[config.mk]
export PLATFORM = sky130hd
export DESIGN_NAME = datapath_bus
export DESIGN_NICKNAME = d
export VERILOG_FILES = /design/src/rtl/datapath_bus.sv
export SDC_FILE = /design/constraint.sdc
export NUM_CORES = 1
export LEC_CHECK = 0
export CELL_PAD_IN_SITES_DETAIL_PLACEMENT = 1
export CELL_PAD_IN_SITES_GLOBAL_PLACEMENT = 2
export CORE_MARGIN = 5
export CORE_UTILIZATION = 34
export DETAILED_ROUTE_END_ITERATION = 8
export GPL_ROUTABILITY_DRIVEN = 0
export PLACE_DENSITY = 0.89
export SYNTH_ARGS = -nofsm -noshare
export SYNTH_HDL_FRONTEND = slang
export SYNTH_SLANG_ARGS = --single-unit
[constraint.sdc]
create_clock -name clk -period 6.3 [get_ports clk]
set_input_delay 1.26 -clock clk [delete_from_list [all_inputs] [get_ports clk]]
set_output_delay 1.26 -clock clk [all_outputs]
set_load 0.1 [all_outputs]
[src/rtl/datapath_bus.sv]
// datapath_bus: register bank, shared operand bus and ALU for the
// matrix-multiplication processor datapath. One operand moves per cycle
// over the bus. Loads and increments land on the rising edge. Bus, ALU
// result and the data-memory write port are combinational from the
// current control word.
module datapath_bus #(
  parameter int WIDTH  = 16,
  parameter int ADDR_W = 8
) (
  input  logic              clk,
  input  logic              rst_n,
  input  logic [16:0]       write_enable,
  input  logic [4:0]        read_enable,
  input  logic [5:0]        increment,
  input  logic [2:0]        alu,
  input  logic [16:0]       ins_mem_data,
  input  logic [WIDTH-1:0]  data_mem_rdata,
  output logic [16:0]       instruction,
  output logic              Z,
  output logic [WIDTH-1:0]  bus,
  output logic [ADDR_W-1:0] ins_mem_addr,
  output logic [ADDR_W-1:0] data_mem_addr,
  output logic [WIDTH-1:0]  data_mem_wdata,
  output logic              data_mem_we
);

  localparam int IW = 17;

  // write_enable bit positions
  localparam int WE_DMEM   = 0;
  localparam int WE_ALU_AC = 1;
  localparam int WE_IR_PC  = 2;
  localparam int WE_IR     = 3;
  localparam int WE_AR     = 4;
  localparam int WE_X      = 5;
  localparam int WE_Y      = 6;
  localparam int WE_ZR     = 7;
  localparam int WE_STXY   = 8;
  localparam int WE_STYZ   = 9;
  localparam int WE_STXZ   = 10;
  localparam int WE_R      = 11;
  localparam int WE_R1     = 12;
  localparam int WE_R2     = 13;
  localparam int WE_R3     = 14;
  localparam int WE_DR     = 15;
  localparam int WE_AC     = 16;

  // increment bit positions
  localparam int INC_PC   = 0;
  localparam int INC_AC   = 1;
  localparam int INC_STXY = 2;
  localparam int INC_STXZ = 3;
  localparam int INC_R    = 4;
  localparam int INC_R3   = 5;

  // bus source codes
  localparam logic [4:0] RD_ZERO = 5'd0;
  localparam logic [4:0] RD_INS  = 5'd1;
  localparam logic [4:0] RD_DMEM = 5'd2;
  localparam logic [4:0] RD_PC   = 5'd3;
  localparam logic [4:0] RD_IR   = 5'd4;
  localparam logic [4:0] RD_AR   = 5'd5;
  localparam logic [4:0] RD_AC   = 5'd6;
  localparam logic [4:0] RD_X    = 5'd7;
  localparam logic [4:0] RD_Y    = 5'd8;
  localparam logic [4:0] RD_ZR   = 5'd9;
  localparam logic [4:0] RD_STXY = 5'd10;
  localparam logic [4:0] RD_STYZ = 5'd11;
  localparam logic [4:0] RD_STXZ = 5'd12;
  localparam logic [4:0] RD_R    = 5'd13;
  localparam logic [4:0] RD_R1   = 5'd14;
  localparam logic [4:0] RD_R2   = 5'd15;
  localparam logic [4:0] RD_R3   = 5'd16;
  localparam logic [4:0] RD_DR   = 5'd17;

  // ALU opcodes
  localparam logic [2:0] ALU_ADD  = 3'd1;
  localparam logic [2:0] ALU_MUL  = 3'd2;
  localparam logic [2:0] ALU_SUB  = 3'd3;
  localparam logic [2:0] ALU_SFTR = 3'd4;
  localparam logic [2:0] ALU_SFTL = 3'd5;

  logic [ADDR_W-1:0] pc, ar;
  logic [IW-1:0]     ir;
  logic [WIDTH-1:0]  ac, x, y, zr, stxy, styz, stxz, r, r1, r2, r3, dr;
  logic [WIDTH-1:0]  alu_res;

  // Zero-extend an address register onto the bus.
  function automatic logic [WIDTH-1:0] addr_to_bus(input logic [ADDR_W-1:0] a);
    logic [WIDTH+ADDR_W-1:0] t;
    t = {{WIDTH{1'b0}}, a};
    return t[WIDTH-1:0];
  endfunction

  // Place the low bits of a 17-bit instruction word on the bus.
  function automatic logic [WIDTH-1:0] ins_to_bus(input logic [IW-1:0] w);
    logic [WIDTH+IW-1:0] t;
    t = {{WIDTH{1'b0}}, w};
    return t[WIDTH-1:0];
  endfunction

  // Address destinations keep only the low ADDR_W bits of the bus.
  function automatic logic [ADDR_W-1:0] bus_to_addr(input logic [WIDTH-1:0] b);
    logic [WIDTH+ADDR_W-1:0] t;
    t = {{ADDR_W{1'b0}}, b};
    return t[ADDR_W-1:0];
  endfunction

  // Jump target taken from the low bits of IR.
  function automatic logic [ADDR_W-1:0] ir_to_addr(input logic [IW-1:0] w);
    logic [IW+ADDR_W-1:0] t;
    t = {{ADDR_W{1'b0}}, w};
    return t[ADDR_W-1:0];
  endfunction

  // ALU: accumulator against bus operand, all results wrap to WIDTH bits.
  function automatic logic [WIDTH-1:0] alu_op(input logic [2:0]       op,
                                              input logic [WIDTH-1:0] a,
                                              input logic [WIDTH-1:0] b);
    logic [2*WIDTH-1:0] prod;
    prod = {{WIDTH{1'b0}}, a} * {{WIDTH{1'b0}}, b};
    case (op)
      ALU_ADD:  return a + b;
      ALU_MUL:  return prod[WIDTH-1:0];
      ALU_SUB:  return a - b;
      ALU_SFTR: return a >> 1;
      ALU_SFTL: return a << 1;
      default:  return a;
    endcase
  endfunction

  // Shared bus source select; unused codes drive zero.
  always_comb begin
    bus = '0;
    case (read_enable)
      RD_ZERO: bus = '0;
      RD_INS:  bus = ins_to_bus(ins_mem_data);
      RD_DMEM: bus = data_mem_rdata;
      RD_PC:   bus = addr_to_bus(pc);
      RD_IR:   bus = ins_to_bus(ir);
      RD_AR:   bus = addr_to_bus(ar);
      RD_AC:   bus = ac;
      RD_X:    bus = x;
      RD_Y:    bus = y;
      RD_ZR:   bus = zr;
      RD_STXY: bus = stxy;
      RD_STYZ: bus = styz;
      RD_STXZ: bus = stxz;
      RD_R:    bus = r;
      RD_R1:   bus = r1;
      RD_R2:   bus = r2;
      RD_R3:   bus = r3;
      RD_DR:   bus = dr;
      default: bus = '0;
    endcase
  end

  assign alu_res        = alu_op(alu, ac, bus);
  assign data_mem_wdata = bus;
  assign data_mem_we    = write_enable[WE_DMEM];
  assign instruction    = ir;
  assign ins_mem_addr   = pc;
  assign data_mem_addr  = ar;
  assign Z              = (ac == '0);

  // PC: jump from IR wins over sequential increment.
  always_ff @(posedge clk or negedge rst_n) begin
    if (!rst_n)                        pc <= '0;
    else if (write_enable[WE_IR_PC])   pc <= ir_to_addr(ir);
    else if (increment[INC_PC])        pc <= pc + ADDR_W'(1);
  end

  // AR: data memory address, loaded from the bus.
  always_ff @(posedge clk or negedge rst_n) begin
    if (!rst_n)                   ar <= '0;
    else if (write_enable[WE_AR]) ar <= bus_to_addr(bus);
  end

  // IR: fetched straight from instruction memory.
  always_ff @(posedge clk or negedge rst_n) begin
    if (!rst_n)                   ir <= '0;
    else if (write_enable[WE_IR]) ir <= ins_mem_data;
  end

  // AC: bus load beats ALU writeback, which beats increment.
  always_ff @(posedge clk or negedge rst_n) begin
    if (!rst_n)                       ac <= '0;
    else if (write_enable[WE_AC])     ac <= bus;
    else if (write_enable[WE_ALU_AC]) ac <= alu_res;
    else if (increment[INC_AC])       ac <= ac + WIDTH'(1);
  end

  // Plain bus-loaded operand registers.
  always_ff @(posedge clk or negedge rst_n) begin
    if (!rst_n) begin
      x  <= '0;
      y  <= '0;
      zr <= '0;
      styz <= '0;
      r1 <= '0;
      r2 <= '0;
      dr <= '0;
    end else begin
      if (write_enable[WE_X])    x    <= bus;
      if (write_enable[WE_Y])    y    <= bus;
      if (write_enable[WE_ZR])   zr   <= bus;
      if (write_enable[WE_STYZ]) styz <= bus;
      if (write_enable[WE_R1])   r1   <= bus;
      if (write_enable[WE_R2])   r2   <= bus;
      if (write_enable[WE_DR])   dr   <= bus;
    end
  end

  // STXY: loop index register, bus load beats increment.
  always_ff @(posedge clk or negedge rst_n) begin
    if (!rst_n)                     stxy <= '0;
    else if (write_enable[WE_STXY]) stxy <= bus;
    else if (increment[INC_STXY])   stxy <= stxy + WIDTH'(1);
  end

  // STXZ: loop index register, bus load beats increment.
  always_ff @(posedge clk or negedge rst_n) begin
    if (!rst_n)                     stxz <= '0;
    else if (write_enable[WE_STXZ]) stxz <= bus;
    else if (increment[INC_STXZ])   stxz <= stxz + WIDTH'(1);
  end

  // R: counter register, bus load beats increment.
  always_ff @(posedge clk or negedge rst_n) begin
    if (!rst_n)                  r <= '0;
    else if (write_enable[WE_R]) r <= bus;
    else if (increment[INC_R])   r <= r + WIDTH'(1);
  end

  // R3: counter register, bus load beats increment.
  always_ff @(posedge clk or negedge rst_n) begin
    if (!rst_n)                   r3 <= '0;
    else if (write_enable[WE_R3]) r3 <= bus;
    else if (increment[INC_R3])   r3 <= r3 + WIDTH'(1);
  end

endmodule

# Word-level counts from Yosys, hierarchy flattened
# Cells that the tools add are included.
word_totals:
  input_bits: 66
  out_inout_bits: 67
  register_bits: 225
  romBits: 0
  wordCells: 70
  latch_bits: 0
  ramBits: 0
  memories: 0
classes:
  n_reduce_logical: 8
  order_cmp: 0
  n_div: 0
  bitwise_logic: 0
  multipliers: 1
  eq_ne: 23
  addsub: 8
  shifts: 0
  n_mux: 15
op_table:
  columns: ["cell", "n"]
  rows:
  - ["$pmux 16 s17", 1]
  - ["$mux 16", 11]
  - ["$add 16x1->16 const B", 5]
  - ["$pmux 16 s5", 1]
  - ["$eq 5x4->1 const B", 8]
  - ["$eq 5x3->1 const B", 4]
  - ["$add 16x16->16", 1]
  - ["$logic_not 16->1", 1]
  - ["$mul 16x16->16", 1]
  - ["$mux 8", 2]
  - ["$sub 16x16->16", 1]
  - ["$eq 5x2->1 const B", 2]
  - ["$eq 5x5->1 const B", 2]
  - ["$reduce_bool 2->1", 5]
  - ["$add 8x1->8 const B", 1]
  - ["$ne 7x1->1 const B", 1]
  - ["$eq 3x2->1 const B", 2]
  - ["$eq 3x3->1 const B", 2]
  - ["$eq 5x1->1 const B", 1]
  - ["$eq 3x1->1 const B", 1]
  - ["$reduce_bool 3->1", 1]
  - ["$reduce_and 2->1", 1]

# Logic depth before layout (Yosys ltp)
# Gate-level depths: netlist of the first run.
logic_depth:
  ltp_word: 6
  ltp_mapped: 34
  ltp_nobuf: 29

# Least setup slack after synthesis of the first run
# Ideal clock, no wire load.
synth_path:
  kind: "input to register"
  from: "input read_enable[2]"
  to: "register ac[15]"
  t_required_ns: 6.206
  t_arrival_ns: 8.867
  path_buffers: 4
  path_slack_ns: -2.661
  setup_ns: 0.094
  path_stages: 28
  cell_sequence: "buf_2 > nor3b_2 > and2_1 > buf_2 > a22oi_1 > and4_1 > nand3_1 > clkbuf_1 > clkbuf_1 > nand2_1 > fa_1 > fa_1 > inv_1 > fa_1 > fa_1 > inv_1 > fa_1 > fa_1 > xnor2_1 > xnor2_1 > xnor2_1 > xnor2_1 > xnor2_1 > xnor3_1 > xnor3_1 > xnor2_1 > o2111ai_1 > a221oi_2"
synth_between:
  elab_chain_len: 6
  elab_cells_between_ends: 24
  cone_classes: "2 x add/sub; 1 x mul; 17 x eq/ne; 4 x mux"
synth_rtl:
  columns: ["item", "line_no", "text"]
  rows:
  - ["start, declared", "13", "input logic [4:0] read_enable,"]
  - ["$eq 5x5->1 (tied with other cells)", "135", "case (read_enable)"]
  - ["$pmux 16 s17 (*)", "135", null]
  - ["named net bus[1]", "20", "output logic [WIDTH-1:0] bus,"]
  - ["$mul 16x16->16 (tied with other cells)", "121", "prod = {{WIDTH{1'b0}}, a} * {{WIDTH{1'b0}}, b};"]
  - ["$pmux 16 s5 (*)", "122", "case (op)"]
  - ["$mux 16 (*)", "189", "else if (write_enable[WE_ALU_AC]) ac <= alu_res;"]
  - ["$mux 16 (*)", "188", "else if (write_enable[WE_AC]) ac <= bus;"]
  - ["end signal, assigned", "188", null]
  - ["end signal, assigned", "189", null]
  - ["end signal, assigned", "190", "else if (increment[INC_AC]) ac <= ac + WIDTH'(1);"]
  - ["end, declared", "85", "logic [WIDTH-1:0] ac, x, y, zr, stxy, styz, stxz, r, r1, r2, r3, dr;"]
# Mark *: on every way through the listed nets, which the timed path passes. The rest lies on a longest branch.
# A chain may end at the register's enable or synchronous reset.

# Final worst setup path of the first run
layout_path:
  from: "input read_enable[4]"
  to: "register ac[15]"
layout_between:
  elab_chain_len: 6
  elab_cells_between_ends: 24
  cone_classes: "2 x add/sub; 1 x mul; 17 x eq/ne; 4 x mux"
layout_rtl:
  columns: ["item", "line_no"]
  rows:
  - ["$eq 5x5->1 (tied with other cells)", "135"]
  - ["$pmux 16 s17 (*)", "135"]
  - ["$mul 16x16->16 (tied with other cells)", "121"]
  - ["$pmux 16 s5", "122"]
  - ["$mux 16", "189"]
  - ["$mux 16 (*)", "188"]
# Every way passes the cells marked *; elsewhere a longest branch is shown, timed or not.

==> results.py, run 1 <==
metrics = {
    "synth": {
        "synth_area_per_cell_um2": 8.68,
        "synth_cell_types": 80,
        "synth_area_um2": 17400,
        "synth_async_sr_flop_share": 1.00,
        "synth_edf_count": 0,
        "synthesis.nets": 2224,
        "synth_ff_type": "dfrtp_1",
        "synth-seq-cells": 225,
        "yosysSeqAreaShare": 0.324,
        "postSynthCellCount": 2004,
        "ys_warn_count": 0,
    },
    "flow_run": {
        "drv_cap": 0,
    },
    "drt": {
        "wirelength_um": 81800,
        "dr_wl_met3_um": 6620,
        "top_layer": "met5",
        "wl_per_cell_um": 26.8,
        "vias": 18004,
        "drt-initial-drc-count": 1769,
        "dr_wl_met2_um": 38100,
        "firstDrtPassIters": 5,
        "viasPerCell": 5.90,
        "wl_met1_um": 30900,
        "ant_nets": 0,
        "drc_errors": 0,
    },
    "global_route": {
        "antenna_found_initial": 3,
        "grt_usage": 0.279,
        "grt_max_degree": 159,
        "globalRouteOverflowTotal": 0,
        "grt_pass1_wl_um": 121000,
        "grt_pass1_vias": 19366,
    },
    "critical_path": {
        "cp_top_family": "adder cells",
        "cpPeakStageDelay_ps": 580,
        "cp-start-kind": "input pin",
        "cp.required_ps": 6740,
        "crit_path_end_kind": "flop",
        "crit_fanout": 6,
        "cp_num_buf_inv": 12,
        "slowest_stage": "fa_1",
        "crit_type": "input pin to flop",
        "crit_path_frequent_cell": "inv_2",
        "arrival_ps": 8240,
    },
    "layout": {
        "most-common-layout-cells": "buf_4 (319), nor2_1 (268), dfrtp_1 (225)",
        "seqCellArea_um2": 5630,
        "finalNetCount": 2582,
        "multiInputGateArea_um2": 11200,
        "fillCellCount": 5731,
        "area_growth_pct": 37.1,
        "drive_gt1_frac": 0.273,
        "final_util": 0.473,
        "final_area_um2": 23800,
        "layout_commonest_cell": "buf_4",
    },
    "place": {
        "io_buffers": 130,
        "dp_hpwl_um": 59100,
        "placed_cell_area_um2": 21600,
    },
    "floorplan": {
        "die_w_um": 236,
        "die_h_um": 236,
        "die_area_um2": 55800,
        "initial_core_util": 0.345,
        "fp.coreArea_um2": 50400,
        "num_io_pins": 133,
        "rows": 82,
    },
    "sta": {
        "hold_viol_final": 0,
        "rsz0062_at_grt": "true",
        "timing.final.ws_setup_ps": -1490,
        "max_freq_mhz": 128,
        "finalCritPeriodShare": 1.24,
        "max_slew_margin": 0.207,
        "tightestPinTransition_ps": 1190,
        "finClkSkew_ps": 12.2,
        "fin_crit_ps": 7790,
        "finalMaxSlewViolations": 0,
        "finalSetupViolations": 10,
    },
    "pwr": {
        "peakVddDrop_uv": 223,
        "p_leak_nw": 10.6,
        "p_per_area_nw_per_um2": 346,
    },
    "cts": {
        "cts_tree": "done",
        "cts_buffer_depth": 3,
        "cts_buffers": 26,
        "clk_latency_ps": 540,
        "hold_buffers": 0,
        "clk_pin_slew_ps": 60,
        "cts_root_buffer": "clkbuf_16",
        "htree_levels": 1,
        "clock-sinks": 225,
    },
    "status": {
        "violations": "negative setup slack",
        "status": "finished with violations",
    },
    "hold_path": {
        "min_path_type": "flop to flop",
    },
}
routing by layer:
metal / GRT usage / up-vias
met3: 0.0535 / 338
met4: 0.171 / 4
met2: 0.461 / 1030
met1: 0.338 / 9105
met5: 0 / -
li1: - / 7527
stage by stage:
step           TNS, ps  hold WS [ps]  power [mW]  setup slack, ps  cells
2_1_floorplan   -11550           475        4.16            -1820   2004
3_5_place_dp    -25430           502        5.88            -2730   2959
5_1_grt         -12830           534        8.63            -1710   3053
3_3_place_gp    -24460           486        5.71            -2570   2959
4_1_cts          -8740           515        7.99            -1420   3036
6_report        -11010           517        8.25            -1490   3054
cells by family after synthesis:
logic type               count (synthesis)  share of synthesized area
adder cells (fa/ha/maj)                154                      0.146
XOR/XNOR                               131                     0.0692
flip-flops                             225                      0.324
buffers and inverters                  310                     0.0754
multiplexers                            54                     0.0341
AO/OA/AOI/OAI                          430                      0.155
AND/OR/NAND/NOR                        700                      0.196
timing repair:
item,4_1_cts,5_1_grt
gates cloned,3,0
endpoints found under the hold margin,0,0
buffers inserted,33,18
resized for setup,155,79
pin swaps,79,81
endpoints found under the setup margin,12,12
synthesized netlist by cell type, drive strengths merged (44+ instances only):
cell	number	area, um^2
a21oi	207	1040
a22oi	44	335
and3	48	300
buf	58	365
clkbuf	102	383
dfrtp	225	5630
fa	81	1620
ha	73	913
inv	146	548
nand2	152	571
nand3	54	270
nor2	273	1030
o21ai	56	280
xnor2	91	797
path summary, 6_finish.rpt:
check,start,endpoint,slack (ps),cells after the start
worst max-delay path,read_enable[4],ac[15],-1490,34
worst min-delay path,zr[8],zr[8],520,1
worst max register to register,ins_mem_addr[2],ac[15],-520,24
worst min register to register,zr[8],zr[8],520,1
max in group asynchronous,rst_n,zr[5],4370,2
min in group asynchronous,rst_n,r[1],650,1
registers in the layout (all words and copies together) (netlist names), 16 cells and up:
signal / cells
r2: 16
y: 16
r: 16
zr: 16
dr: 16
x: 16
styz: 16
stxz: 16
instruction: 17
r3: 16
ac: 16
stxy: 16
r1: 16
worst register-to-register path, stage by stage, from the launching register on:
cell and delay [ps]:
dfrtp_1 450, a22o_1 230, a2111oi_0 500, and3_2 360, inv_2 110, buf_4 180, nand2_1 90, fa_1 460
fa_1 560, inv_1 50, fa_1 380, fa_1 490, inv_1 70, fa_2 510, fa_2 380, xnor2_2 230
xnor2_2 140, xnor2_1 150, xnor2_1 160, xnor2_1 160, xnor3_1 250, xnor3_1 230, xnor2_2 170, o2111ai_2 140
a221oi_2 290
where the power goes:
| part | total (mW) | internal (mW) | leakage, nW | switching [mW] |
|---|---|---|---|---|
| Clock | 1.68 | 1.03 | 0.467 | 0.658 |
| Sequential | 1.90 | 1.65 | 2.73 | 0.245 |
| Combinational | 4.67 | 2.01 | 7.40 | 2.66 |
| Total | 8.25 | 4.69 | 10.6 | 3.57 |
layout make-up:
class,count,share of cell area
multi-input combinational,1469,0.472
sequential,225,0.236
timing repair buffer,490,0.192
tap,672,0.0353
clock buffer,36,0.0327
inverter,150,0.0244
clock inverter,11,0.00693
antenna,1,0.000105
No activity file was read; power rests on OpenSTA's default activity.
==> run 2: changes to the inputs <==
--- a/config.mk
+++ b/config.mk
@@ -5,6 +5,7 @@
 export SDC_FILE = /design/constraint.sdc
 export NUM_CORES = 1
 export LEC_CHECK = 0
+export CAP_MARGIN = 15
 export CELL_PAD_IN_SITES_DETAIL_PLACEMENT = 1
 export CELL_PAD_IN_SITES_GLOBAL_PLACEMENT = 2
 export CORE_MARGIN = 5
==> run 2 against run 1 <==
Effect of this change: highest routed layer unchanged; the run still ends with negative setup slack left; clock power about the same; via count grew 0.59%; global-route usage is the same; cell count about the same; largest power group unchanged; sequential cell count unchanged.
==> results.py, run 2 (same netlist as run 1, synthesis figures left out) <==
metrics = {
    "drt": {
        "wl_met1_um": 30800,
        "drc_errors": 0,
        "vias": 18110,
        "drt-initial-drc-count": 1777,
        "firstDrtPassIters": 6,
        "dr_wl_met2_um": 38000,
        "dr_wl_met3_um": 6750,
        "wirelength_um": 81800,
        "ant_nets": 0,
        "top_layer": "met5",
        "viasPerCell": 5.93,
        "wl_per_cell_um": 26.8,
    },
    "sta": {
        "rsz0062_at_grt": "true",
        "finClkSkew_ps": 13.7,
        "max_slew_margin": 0.237,
        "tightestPinTransition_ps": 1140,
        "finalSetupViolations": 10,
        "hold_slack_ps": 519,
        "finalMaxSlewViolations": 0,
        "fin_crit_ps": 7810,
        "finalCritPeriodShare": 1.24,
        "max_freq_mhz": 128,
        "timing.final.ws_setup_ps": -1510,
        "hold_viol_final": 0,
    },
    "critical_path": {
        "cp.required_ps": 6740,
        "cp-start-kind": "input pin",
        "r2r_cells": 30,
        "crit_path_frequent_cell": "inv_2",
        "cpPeakStageDelay_ps": 580,
        "slowest_stage": "fa_1",
        "startpoint": "read_enable[4]",
        "crit_path_end_kind": "flop",
        "reg2reg_slack_ps": -530,
        "arrival_ps": 8250,
        "crit_type": "input pin to flop",
        "worstReg2RegStart": "styz[4]",
        "timing.rr.end": "ac[15]",
        "crit_fanout": 6,
    },
    "layout": {
        "most-common-layout-cells": "buf_4 (319), nor2_1 (268), dfrtp_1 (225)",
        "layout_commonest_cell": "buf_4",
        "area_growth_pct": 37.4,
        "largest_register_ffs": 17,
        "finalNetCount": 2584,
        "drive_gt1_frac": 0.274,
    },
    "cts": {
        "clock-sinks": 225,
        "cts_root_buffer": "clkbuf_16",
        "clk_latency_ps": 540,
        "hold_buffers": 0,
        "htree_levels": 1,
        "cts_buffer_depth": 3,
        "cts_tree": "done",
        "clk_pin_slew_ps": 60,
        "cts_buffers": 26,
    },
    "global_route": {
        "grt_usage": 0.279,
        "grt_pass1_vias": 19366,
        "grt_max_degree": 159,
        "antenna_found_initial": 3,
        "globalRouteOverflowTotal": 0,
        "grt_pass1_wl_um": 121000,
    },
    "floorplan": {
        "die_w_um": 236,
        "initial_core_util": 0.345,
        "die_h_um": 236,
        "die_area_um2": 55800,
        "rows": 82,
        "num_io_pins": 133,
        "fp.coreArea_um2": 50400,
    },
    "hold_path": {
        "min_delay_path_depth": 1,
        "min_path_type": "flop to flop",
        "hold_start": "zr[8]",
        "hold_end": "zr[8]",
    },
    "pwr": {
        "peakVddDrop_uv": 224,
        "p_leak_nw": 10.6,
        "p_per_area_nw_per_um2": 346,
    },
    "place": {
        "dpl_worst_slack_ps": -2730,
        "io_buffers": 130,
        "dp_hpwl_um": 59100,
    },
    "status": {
        "status": "finished with violations",
        "violations": "negative setup slack",
    },
    "flow_run": {
        "drv_cap": 0,
    },
}
-- run 2: cell type report --
class / count / area, um^2
clock buffer: 36 / 779
tap: 672 / 841
timing repair buffer: 492 / 4640
inverter: 150 / 582
clock inverter: 11 / 165
antenna: 1 / 2.50
multi-input combinational: 1469 / 11200
fill: 5727 / 26500
sequential: 225 / 5630
-- run 2: power by group --
group / switching, mW / internal (mW) / total, mW
logic: 2.67 / 2.01 / 4.68
registers: 0.245 / 1.65 / 1.89
clock network: 0.657 / 1.03 / 1.68
-- run 2: per-layer routing --
metal  track usage  vias to the layer above
met1         0.338                     9110
met3        0.0535                      355
met4         0.171                        2
li1              -                     7536
met5             0                        -
met2         0.461                     1107
-- run 2: metrics by stage --
| stage | TNS [ps] | area, um^2 | total power [mW] | instances | util |
|---|---|---|---|---|---|
| global placement | -24460 | 21600 | 5.71 | 2959 | 0.430 |
| CTS | -8740 | 23400 | 7.99 | 3036 | 0.465 |
| finish | -11120 | 23900 | 8.26 | 3056 | 0.474 |
| detailed placement | -25430 | 21600 | 5.88 | 2959 | 0.430 |
| global route | -12830 | 23900 | 8.64 | 3055 | 0.474 |
| floorplan | -11550 | 17500 | 4.16 | 2004 | - |
-- run 2: repair_timing --
item,in CTS,in global routing
endpoints found under the setup margin,12,12
gates cloned,3,0
buffers inserted,33,18
resized for setup,155,79
hold endpoints to repair,0,0
pin swaps,79,81
-- run 2: critical path: cells and delay by family --
| kind | cells | cell delay (ps) |
|---|---|---|
| AND/OR/NAND/NOR | 5 | 850 |
| buffers and inverters | 12 | 1420 |
| adder cells (fa/ha/maj) | 7 | 2670 |
| AO/OA/AOI/OAI | 9 | 1900 |
| XOR/XNOR | 1 | 150 |
-- run 2: how the worst max path moves through the flow --
stage                  end  cells past startpoint
finish              ac[15]                     34
global route        ac[15]                     34
CTS                 ac[15]                     29
detailed placement  ac[15]                     28
global placement    ac[15]                     28
floorplan           ac[15]                     28
==> run 3: changes to the inputs <==
--- a/config.mk
+++ b/config.mk
@@ -11,7 +11,6 @@
 export CORE_MARGIN = 5
 export CORE_UTILIZATION = 34
 export DETAILED_ROUTE_END_ITERATION = 8
-export GPL_ROUTABILITY_DRIVEN = 0
 export PLACE_DENSITY = 0.89
 export SYNTH_ARGS = -nofsm -noshare
 export SYNTH_HDL_FRONTEND = slang
==> constraint.sdc (replaced) <==
create_clock -name clk -period 6.5 [get_ports clk]
set_input_delay 1.3 -clock clk [delete_from_list [all_inputs] [get_ports clk]]
set_output_delay 1.3 -clock clk [all_outputs]
set_load 0.1 [all_outputs]
==> run 3 against run 2 <==
Effect of this change: the flow still finishes with violations (negative setup slack); global-route usage increased by 0.20 points; largest power group unchanged; non-clock buffer count decreased by 1; total power decreased by 2.0%; sequential power decreased by 3%; sequential cell count unchanged; largest cell class unchanged.
==> results.py, run 3 (same netlist as run 1, synthesis figures left out) <==
metrics = {
    "status": {
        "status": "finished with violations",
        "violations": "negative setup slack",
    },
    "global_route": {
        "grt_pass1_vias": 18799,
        "globalRouteOverflowTotal": 0,
        "grt_usage": 0.281,
        "grt_max_degree": 118,
        "antenna_found_initial": 2,
        "grt_pass1_wl_um": 121000,
    },
    "layout": {
        "drive_gt1_frac": 0.278,
        "n_antenna_cell": 0,
        "fin_cells": 3057,
        "final_area_um2": 24100,
        "area_growth_pct": 38.4,
        "largest_register_ffs": 17,
        "layout_commonest_cell": "buf_4",
        "fillCellCount": 5731,
        "final_util": 0.478,
        "most-common-layout-cells": "buf_4 (307), nor2_1 (262), dfrtp_1 (225)",
        "finalNetCount": 2584,
    },
    "pwr": {
        "p_leak_nw": 10.6,
        "finalPower_mw": 8.09,
        "p_per_area_nw_per_um2": 336,
        "peakVddDrop_uv": 211,
    },
    "critical_path": {
        "cp_num_buf_inv": 5,
        "cp.required_ps": 6960,
        "crit_type": "input pin to flop",
        "cp_top_family": "adder cells",
        "crit_path_end_kind": "flop",
        "cpPeakStageDelay_ps": 590,
        "slowest_stage": "clkdlybuf4s50_1",
        "cp-start-kind": "input pin",
        "arrival_ps": 8150,
        "crit_fanout": 4,
    },
    "sta": {
        "hold_slack_ps": 511,
        "finClkSkew_ps": 14.2,
        "finalCritPeriodShare": 1.18,
        "rsz0062_at_grt": "true",
        "hold_viol_final": 0,
        "timing.final.ws_setup_ps": -1190,
        "tightestPinTransition_ps": 1300,
        "tns_ps": -9200,
        "finalSetupViolations": 10,
        "max_freq_mhz": 130,
        "fin_crit_ps": 7690,
        "finalMaxSlewViolations": 0,
        "max_slew_margin": 0.133,
    },
    "cts": {
        "htree_levels": 1,
        "clk_pin_slew_ps": 70,
        "cts_buffer_depth": 3,
        "cts_tree": "done",
        "cts_buffers": 27,
        "clk_latency_ps": 560,
        "hold_buffers": 0,
        "clock-sinks": 225,
        "cts_root_buffer": "clkbuf_16",
    },
    "floorplan": {
        "initial_core_util": 0.345,
        "fp.coreArea_um2": 50400,
        "num_io_pins": 133,
        "rows": 82,
        "die_area_um2": 55800,
        "die_w_um": 236,
        "die_h_um": 236,
    },
    "place": {
        "dp_cells": 2941,
        "io_buffers": 130,
        "dpl_worst_slack_ps": -2600,
        "dp_hpwl_um": 59900,
        "placed_cell_area_um2": 21500,
        "place.gp.congestion": 0.966,
    },
    "hold_path": {
        "min_path_type": "flop to flop",
    },
    "drt": {
        "drc_errors": 0,
        "drt-initial-drc-count": 1638,
        "wl_per_cell_um": 26.6,
        "vias": 17479,
        "wirelength_um": 81300,
        "firstDrtPassIters": 5,
        "ant_nets": 0,
        "viasPerCell": 5.72,
    },
    "flow_run": {
        "drv_cap": 0,
    },
}
[run 3: power breakdown]
group	switching, mW	total, mW	internal [mW]
registers	0.242	1.84	1.60
logic	2.60	4.54	1.94
clock network	0.650	1.71	1.06
total	3.49	8.09	4.60
[run 3: repair_timing]
item                       4_1_cts  5_1_grt
setup buffers                   57       22
setup endpoints to repair       12       12
gates resized for setup        196       81
pin swaps                       70       79
gates cloned                     2        0
[run 3: final cells by class]
type	instances	area (um^2)	share of cell area
clock buffers	34	752	0.0313
clock inverters	16	248	0.0103
inverters	150	589	0.0245
multi-input cells	1469	11400	0.472
flip-flops and latches	225	5630	0.234
well taps	672	841	0.0350
repair buffers	491	4630	0.193
[run 3: final timing paths]
check                                  end  slack [ps]  cells after the start        startpoint
setup / recovery                    ac[15]       -1190                     26  ins_mem_data[10]
setup reg to reg                    ac[15]        -350                     26             r1[7]
hold reg to reg            instruction[16]         510                      1   instruction[16]
hold / removal             instruction[16]         510                      1   instruction[16]
max in group asynchronous           r3[15]        4310                      2             rst_n
min in group asynchronous             r[2]         800                      1             rst_n
[run 3: layer usage]
metal / part of all wire / vias to the layer above / global-route usage / routed length (um)
met5: 0.00011 / - / 0 / 9
met4: 0.063 / 2 / 0.144 / 5110
met3: 0.072 / 242 / 0.0503 / 5860
met2: 0.47 / 792 / 0.470 / 38600
met1: 0.39 / 8923 / 0.349 / 31700
li1: - / 7520 / - / -
